--- src/rtl/brick_if.sv ---
// Signal bundle between the brick controller and its neighbours (ball logic, colour mapper).
interface brick_if #(
  parameter int unsigned NUM_BRICKS = 10
) ();

  // Inputs to the controller
  logic                       frame_clk;
  logic                       level_reset;
  logic [9:0]                 BallX;
  logic [9:0]                 BallY;
  logic [9:0]                 Ball_size;

  // Outputs from the controller
  logic [10*NUM_BRICKS-1:0]   brick_x_vals;
  logic [10*NUM_BRICKS-1:0]   brick_y_vals;
  logic [NUM_BRICKS-1:0]      brick_alive;
  logic                       hit_valid;
  logic [3:0]                 hit_idx;
  logic                       bounce_x;
  logic                       bounce_y;
  logic [7:0]                 score;
  logic                       all_cleared;
  logic                       scan_busy;

  // Ball/game side: drives the ball state and the frame strobe
  modport master (
    output frame_clk, level_reset, BallX, BallY, Ball_size,
    input  brick_x_vals, brick_y_vals, brick_alive, hit_valid, hit_idx,
           bounce_x, bounce_y, score, all_cleared, scan_busy
  );

  // Brick controller side
  modport slave (
    input  frame_clk, level_reset, BallX, BallY, Ball_size,
    output brick_x_vals, brick_y_vals, brick_alive, hit_valid, hit_idx,
           bounce_x, bounce_y, score, all_cleared, scan_busy
  );

endinterface

--- src/rtl/brick_controller.sv ---
// Brick field owner for breakout: per-brick alive state, fixed grid positions, and a
// once-per-frame sequential collision scan of the ball bounding box against the bricks.
module brick_controller #(
  parameter int unsigned NUM_BRICKS = 10,
  parameter int unsigned BRICK_W    = 64,
  parameter int unsigned BRICK_H    = 16,
  parameter int unsigned ROW_X0     = 0,
  parameter int unsigned ROW_Y0     = 40
) (
  input  logic   Clk,
  input  logic   Reset_n,
  brick_if.slave bus
);

  typedef enum logic [1:0] {StIdle, StScan, StReport} state_e;

  state_e                  state_q, state_d;
  logic [3:0]              idx_q, idx_d;
  logic [9:0]              lx_q, ly_q, ls_q;
  logic                    latch_en;
  logic [NUM_BRICKS-1:0]   alive_q, alive_d;
  logic [7:0]              score_q, score_d;
  logic                    hit_valid_q, hit_valid_d;
  logic [3:0]              hit_idx_q, hit_idx_d;
  logic                    bounce_x_q, bounce_x_d;
  logic                    bounce_y_q, bounce_y_d;

  // [0]/[1] synchroniser stages, [2] previous synchronised value for edge detect
  logic [2:0]              sync_q;
  logic                    tick;

  logic [10:0]             lx, ly, ls, bx, by;
  logic                    overlap;
  logic                    x_inside;

  // Fixed brick positions, independent of alive state
  for (genvar i = 0; i < NUM_BRICKS; i++) begin : g_pos
    assign bus.brick_x_vals[10*i +: 10] = 10'(ROW_X0 + 32'(i) * BRICK_W);
    assign bus.brick_y_vals[10*i +: 10] = 10'(ROW_Y0);
  end

  // Bring the frame strobe into the Clk domain and remember its last value
  always_ff @(posedge Clk or negedge Reset_n) begin
    if (!Reset_n) begin
      sync_q <= 3'b000;
    end else begin
      sync_q <= {sync_q[1], sync_q[0], bus.frame_clk};
    end
  end

  assign tick = sync_q[1] & ~sync_q[2];

  // Overlap test for the brick under scan; all operands widened to 11 bits so that sums
  // cannot wrap and no subtraction (hence no underflow at the screen edge) is needed
  assign lx = {1'b0, lx_q};
  assign ly = {1'b0, ly_q};
  assign ls = {1'b0, ls_q};
  assign bx = 11'(ROW_X0 + 32'(idx_q) * BRICK_W);
  assign by = 11'(ROW_Y0);

  assign overlap = alive_q[idx_q]
                && ((lx + ls) >= bx)
                && (lx < (bx + 11'(BRICK_W) + ls))
                && ((ly + ls) >= by)
                && (ly < (by + 11'(BRICK_H) + ls));

  // Ball centre within the brick's horizontal span means it came from above/below
  assign x_inside = (lx >= bx) && (lx < (bx + 11'(BRICK_W)));

  // Next-state and event logic for the scan FSM
  always_comb begin
    state_d     = state_q;
    idx_d       = idx_q;
    alive_d     = alive_q;
    score_d     = score_q;
    hit_valid_d = 1'b0;
    hit_idx_d   = hit_idx_q;
    bounce_x_d  = 1'b0;
    bounce_y_d  = 1'b0;
    latch_en    = 1'b0;

    unique case (state_q)
      StIdle: begin
        if (tick) begin
          state_d  = StScan;
          idx_d    = 4'd0;
          latch_en = 1'b1;
        end
      end
      StScan: begin
        if (overlap) begin
          state_d        = StReport;
          alive_d[idx_q] = 1'b0;
          hit_valid_d    = 1'b1;
          hit_idx_d      = idx_q;
          bounce_y_d     = x_inside;
          bounce_x_d     = ~x_inside;
          if (score_q != 8'hFF) begin
            score_d = score_q + 8'd1;
          end
        end else if (idx_q == 4'(NUM_BRICKS - 1)) begin
          state_d = StIdle;
        end else begin
          idx_d = idx_q + 4'd1;
        end
      end
      StReport: begin
        state_d = StIdle;
      end
      default: begin
        state_d = StIdle;
      end
    endcase

    // Level restore overrides everything, including a hit about to be reported and any tick
    if (bus.level_reset) begin
      state_d     = StIdle;
      alive_d     = '1;
      score_d     = score_q;
      hit_valid_d = 1'b0;
      hit_idx_d   = hit_idx_q;
      bounce_x_d  = 1'b0;
      bounce_y_d  = 1'b0;
      latch_en    = 1'b0;
    end
  end

  // FSM state, scan index, brick field and registered outputs
  always_ff @(posedge Clk or negedge Reset_n) begin
    if (!Reset_n) begin
      state_q     <= StIdle;
      idx_q       <= 4'd0;
      alive_q     <= '1;
      score_q     <= 8'd0;
      hit_valid_q <= 1'b0;
      hit_idx_q   <= 4'd0;
      bounce_x_q  <= 1'b0;
      bounce_y_q  <= 1'b0;
    end else begin
      state_q     <= state_d;
      idx_q       <= idx_d;
      alive_q     <= alive_d;
      score_q     <= score_d;
      hit_valid_q <= hit_valid_d;
      hit_idx_q   <= hit_idx_d;
      bounce_x_q  <= bounce_x_d;
      bounce_y_q  <= bounce_y_d;
    end
  end

  // Ball snapshot taken on the frame tick so the scan sees a consistent box
  always_ff @(posedge Clk or negedge Reset_n) begin
    if (!Reset_n) begin
      lx_q <= 10'd0;
      ly_q <= 10'd0;
      ls_q <= 10'd0;
    end else if (latch_en) begin
      lx_q <= bus.BallX;
      ly_q <= bus.BallY;
      ls_q <= bus.Ball_size;
    end
  end

  assign bus.brick_alive = alive_q;
  assign bus.all_cleared = ~|alive_q;
  assign bus.scan_busy   = (state_q != StIdle);
  assign bus.hit_valid   = hit_valid_q;
  assign bus.hit_idx     = hit_idx_q;
  assign bus.bounce_x    = bounce_x_q;
  assign bus.bounce_y    = bounce_y_q;
  assign bus.score       = score_q;

  a_report_one_cycle: assert property (@(posedge Clk) disable iff (!Reset_n)
    (state_q == StReport) |=> (state_q == StIdle));

  a_hit_is_report: assert property (@(posedge Clk) disable iff (!Reset_n)
    hit_valid_q |-> ((state_q == StReport) && (bounce_x_q ^ bounce_y_q)));

endmodule

--- src/flat_wrapper.sv ---
// flat-port wrapper written by rule: the top's interface ports become plain ports
module brick_controller_flat 
#(
  parameter int unsigned NUM_BRICKS = 10,
  parameter int unsigned BRICK_W    = 64,
  parameter int unsigned BRICK_H    = 16,
  parameter int unsigned ROW_X0     = 0,
  parameter int unsigned ROW_Y0     = 40
)
  (Clk, Reset_n, bus_frame_clk, bus_level_reset, bus_BallX, bus_BallY, bus_Ball_size, bus_brick_x_vals, bus_brick_y_vals, bus_brick_alive, bus_hit_valid, bus_hit_idx, bus_bounce_x, bus_bounce_y, bus_score, bus_all_cleared, bus_scan_busy);
  brick_if #(.NUM_BRICKS(NUM_BRICKS)) bus_i ();
  input  logic Clk;
  input  logic Reset_n;
  input wire logic [$bits(bus_i.frame_clk)-1:0] bus_frame_clk;
  input wire logic [$bits(bus_i.level_reset)-1:0] bus_level_reset;
  input wire logic [$bits(bus_i.BallX)-1:0] bus_BallX;
  input wire logic [$bits(bus_i.BallY)-1:0] bus_BallY;
  input wire logic [$bits(bus_i.Ball_size)-1:0] bus_Ball_size;
  output wire logic [$bits(bus_i.brick_x_vals)-1:0] bus_brick_x_vals;
  output wire logic [$bits(bus_i.brick_y_vals)-1:0] bus_brick_y_vals;
  output wire logic [$bits(bus_i.brick_alive)-1:0] bus_brick_alive;
  output wire logic [$bits(bus_i.hit_valid)-1:0] bus_hit_valid;
  output wire logic [$bits(bus_i.hit_idx)-1:0] bus_hit_idx;
  output wire logic [$bits(bus_i.bounce_x)-1:0] bus_bounce_x;
  output wire logic [$bits(bus_i.bounce_y)-1:0] bus_bounce_y;
  output wire logic [$bits(bus_i.score)-1:0] bus_score;
  output wire logic [$bits(bus_i.all_cleared)-1:0] bus_all_cleared;
  output wire logic [$bits(bus_i.scan_busy)-1:0] bus_scan_busy;
  assign bus_i.frame_clk = bus_frame_clk;
  assign bus_i.level_reset = bus_level_reset;
  assign bus_i.BallX = bus_BallX;
  assign bus_i.BallY = bus_BallY;
  assign bus_i.Ball_size = bus_Ball_size;
  assign bus_brick_x_vals = bus_i.brick_x_vals;
  assign bus_brick_y_vals = bus_i.brick_y_vals;
  assign bus_brick_alive = bus_i.brick_alive;
  assign bus_hit_valid = bus_i.hit_valid;
  assign bus_hit_idx = bus_i.hit_idx;
  assign bus_bounce_x = bus_i.bounce_x;
  assign bus_bounce_y = bus_i.bounce_y;
  assign bus_score = bus_i.score;
  assign bus_all_cleared = bus_i.all_cleared;
  assign bus_scan_busy = bus_i.scan_busy;
  brick_controller #(.NUM_BRICKS(NUM_BRICKS), .BRICK_W(BRICK_W), .BRICK_H(BRICK_H), .ROW_X0(ROW_X0), .ROW_Y0(ROW_Y0)) u_core (.Clk(Clk), .Reset_n(Reset_n), .bus(bus_i));
endmodule
--- config.mk ---
export PLATFORM = sky130hd
export DESIGN_NAME = brick_controller_flat
export DESIGN_NICKNAME = d
export VERILOG_FILES = /design/src/rtl/brick_if.sv /design/src/rtl/brick_controller.sv /design/src/flat_wrapper.sv
export SDC_FILE = /design/constraint.sdc
export NUM_CORES = 1
export LEC_CHECK = 0
export CAP_MARGIN = 25
export CORE_ASPECT_RATIO = 1.5
export CORE_UTILIZATION = 35
export CTS_BUF_LIST = sky130_fd_sc_hd__clkbuf_16
export CTS_CLUSTER_SIZE = 28
export DETAILED_ROUTE_END_ITERATION = 16
export GPL_ROUTABILITY_DRIVEN = 1
export PLACE_DENSITY = 0.7
export REMOVE_ABC_BUFFERS = 1
export SKIP_LAST_GASP = 1
export SYNTH_ARGS = -nofsm -noshare
export SYNTH_HDL_FRONTEND = slang
export SYNTH_SLANG_ARGS = --single-unit
--- constraint.sdc ---
create_clock -name Clk -period 5.1 [get_ports Clk]
set_clock_uncertainty 0.2 [all_clocks]
set_input_delay 1.02 -clock Clk [delete_from_list [all_inputs] [get_ports Clk]]
set_output_delay 1.02 -clock Clk [all_outputs]
set_load 0.01 [all_outputs]
==> impl_results.md <==
- Worst hold path type: reg -> reg
- Synth top area share: 0.2477
- Post-synthesis simple-gate area fraction: 0.1220
- Synth Register Bits: 64
- Number of global-route vias before repair: 3668
- Post-Syn Instances: 653
- Post-Synthesis Cell Area: 6092 um^2
- Lkg Pwr: 0.003125 uW
- Syn avg cell area: 9.329 um^2
- H-tree lvl count: 3
- Port Buffers: 60
- Xor and xnor fraction of the mapped netlist area: 0.03019
- Starting density of the core: 0.3603
- Largest net degree at the start of global routing: 42
- Core Area: 16910 um^2
- CTS tree: done
- Vias per cell: 4.482
- Rel. slew slack: 0.4881
- Switching Share: 0.4479
- Critical Path AT: 4560 ps
- Largest area contributor in the netlist: buf_4
- Max-slew violations: 0
- Final setup violation count: 0
- Clk root buf: clkbuf_16
- Pwr dens: 594.0 nW/um^2
- Max-Cap Viols: 0
- Minimum clock period: 4492 ps
- Post-synth ARST share: 1.000
- NetSw: 1734 uW
- Max Root-Sink Buffers: 2
- Final GP Congestion: 0.8451
- Initial antenna violation count: 0
- Most frequent cell after synthesis: buf_4
- Library cells used by synthesis: 67
- Crit Path Max Fanout: 4
- GRT Residual Overflow: 0
- Diodes inserted: 0
- CP endpoint kind: flop
- Main combinational cell family by area after synthesis: buffers and inverters
- Status: finished clean
- Aggregate global-route resource usage: 0.1362
- Drt wl/cell: 12.67 um
- Sink Count: 64
- Post-DRT Antenna Nets: 0
- First-pass GRT wire length: 18730 um
- Top post-synthesis cells by count: buf_4, ha_1, dfrtp_1
- Post-Route WL: 11860 um
- Final core occ: 0.3855
- DR DRC count: 0
- Flop pwr share: 0.223
- DRT Pass-1 Iters: 4
- Die width: 109.7 um
- Hold Slack: 151.2 ps
- Required @ worst endpoint: 5170 ps
- Max frequency: 0.2226 GHz
- Comb pwr share: 0.622
- Area grow syn2layout: 7.003%
- Cts bufs inserted: 9
- Power share of the clock group: 0.154
- Post-synth EDFFs: 0
- Via Count: 4195
- Top cells by area in the synthesized netlist: buf_4, dfrtp_1, ha_1
- Post-route setup TNS: 0 ps
- Share of cells above drive strength 1: 0.1116
- Iteration-0 DRC Markers: 163
- Internal Pwr Total: 2138 uW
- RSZ-0062 raised after global routing: false
- Tcrit/Tclk final: 0.8808
- Final Hold Viols: 0
- Synth Area in Compound Gates: 0.1146
- Startpoint types: flop
- # IOs: 261
- Setup CP Type: reg -> reg
- Worst-Margin Slew: 758.3 ps
- Sequential element share of the synthesized area: 0.2649
- Detailed Place HPWL: 9399 um
- Mux cell area share after synthesis: 0.06059
- Num rows: 58
- Die height: 163.6 um
- Clock slew at reported path FFs: 60 ps
- Clk_lat worst skew: 330 ps
- Die ar.: 17950 um^2
- Yosys warnings: 0
- Post-Synth Adder-Cell Area: 0.1351
- Worst ir drop on vdd: 0.0002670 V
- Filler Cell Count: 1706
- Synth Flop Type: dfrtp_1
- Fin nets: 819
==> through the flow <==
step                      cells  setup slack, ps  area (um^2)  power (uW)
after floorplan             641            489.8         5288        2589
after global placement      916            461.9         6188        3128
after detailed placement    916            362.7         6188        3164
after CTS                   932            321.2         6476        3793
after global routing        936            220.9         6519        4265
final                       936            607.9         6519        3872
==> state kept, by name (all words and copies together), names as in the netlist, 2 cells and up <==
signal and flops:
u_core.lx_q 10, u_core.state_q 2, u_core.ly_q 10, u_core.ls_q 10, u_core.idx_q 4, u_core.bus.brick_alive 10
u_core.bus.score 8, u_core.sync_q 3, u_core.bus.hit_idx 4
==> what timing repair did <==
| action | in CTS | in global routing |
|---|---|---|
| buffers inserted | 0 | 3 |
| resized for setup | 0 | 0 |
| endpoints found under the setup margin | 0 | 1 |
| hold buffers | 0 | 0 |
==> area by class of cell <==
cell class / instances / area, um^2 / share of cell area
multi-input combinational: 549 / 3573 / 0.5482
sequential: 64 / 1614 / 0.2476
timing repair buffer: 69 / 675.6 / 0.1036
tap: 210 / 262.8 / 0.04031
clock buffer: 9 / 225.2 / 0.03455
inverter: 28 / 105.1 / 0.01612
clock inverter: 7 / 62.56 / 0.009597
==> worst paths after layout <==
| check | depth (start not counted) | start | slack, ps | to |
|---|---|---|---|---|
| max in group asynchronous | 3 | Reset_n | 3620 | u_core.lx_q[3] |
| min | 0 | u_core.sync_q[0] | 150 | u_core.sync_q[1] |
| min reg2reg | 0 | u_core.sync_q[0] | 150 | u_core.sync_q[1] |
| min in group asynchronous | 2 | Reset_n | 450 | u_core.bus.score[0] |
| max | 18 | u_core.ls_q[1] | 610 | u_core.idx_q[0] |
| max reg2reg | 18 | u_core.ls_q[1] | 610 | u_core.idx_q[0] |
==> power groups by stage <==
stage               Combinational [uW]  Clock [uW]  Sequential [uW]
floorplan                         1770           0              820
global placement                  2260           0              870
detailed placement                2290           0              876
CTS                               2310         611              870
global route                      2740         634              894
finish                            2410         598              864
==> worst max-delay path: stages (launching register included) <==
cell      delay, ps
dfrtp_1         410
inv_1           130
ha_1            320
nand2b_1        160
a221oi_1        260
o21bai_1        130
a21oi_1         140
o21ai_0         100
a21boi_0        340
mux2i_1         230
nand2_1          80
ha_1            290
nand4_1          90
nor4b_1         290
nand3_1         100
o31a_1          320
or3_1           410
o21ai_1         240
mux2_2          190
==> layout by cell type (no fill, tap or decap), drive strengths merged, types with 3 or more instances in the layout <==
| cell type | synthesis | final |
|---|---|---|
| a211oi | 7 | 7 |
| a21o | 10 | 10 |
| a21oi | 14 | 14 |
| a221oi | 4 | 4 |
| a22o | 3 | 3 |
| a31oi | 14 | 14 |
| and3 | 6 | 6 |
| buf | 205 | 10 |
| clkbuf | 5 | 9 |
| clkdlybuf4s50 | 0 | 59 |
| clkinv | 0 | 4 |
| conb | 2 | 200 |
| dfrtp | 54 | 54 |
| dfstp | 10 | 10 |
| fa | 3 | 3 |
| ha | 61 | 61 |
| inv | 28 | 28 |
| mux2 | 31 | 31 |
| nand2 | 26 | 26 |
| nand2b | 5 | 5 |
| nand3 | 12 | 12 |
| nand4 | 8 | 8 |
| nor2 | 31 | 31 |
| nor2b | 11 | 11 |
| nor3 | 8 | 8 |
| nor3b | 4 | 4 |
| nor4 | 4 | 4 |
| o21ai | 19 | 19 |
| o311ai | 3 | 3 |
| or2 | 4 | 4 |
| or3 | 3 | 3 |
| or4 | 5 | 5 |
| xnor2 | 10 | 10 |
| xor2 | 11 | 11 |
==> per-layer routing <==
metal	part of all wire	vias to the layer above	wire, um	GRT usage
met5	0	-	0	0
met4	0.017	0	197	0.03818
met3	0.059	18	697	0.03033
met2	0.53	211	6344	0.2501
met1	0.39	1962	4621	0.1545
li1	-	2004	-	-
==> cells by family after synthesis <==
logic type | count (synthesis)
buf+inv | 238
simple gates | 134
mux | 33
flops | 64
xor+xnor | 21
fa+ha+maj | 64
other cells | 2
compound gates | 97
No activity file was read; power rests on OpenSTA's default activity.
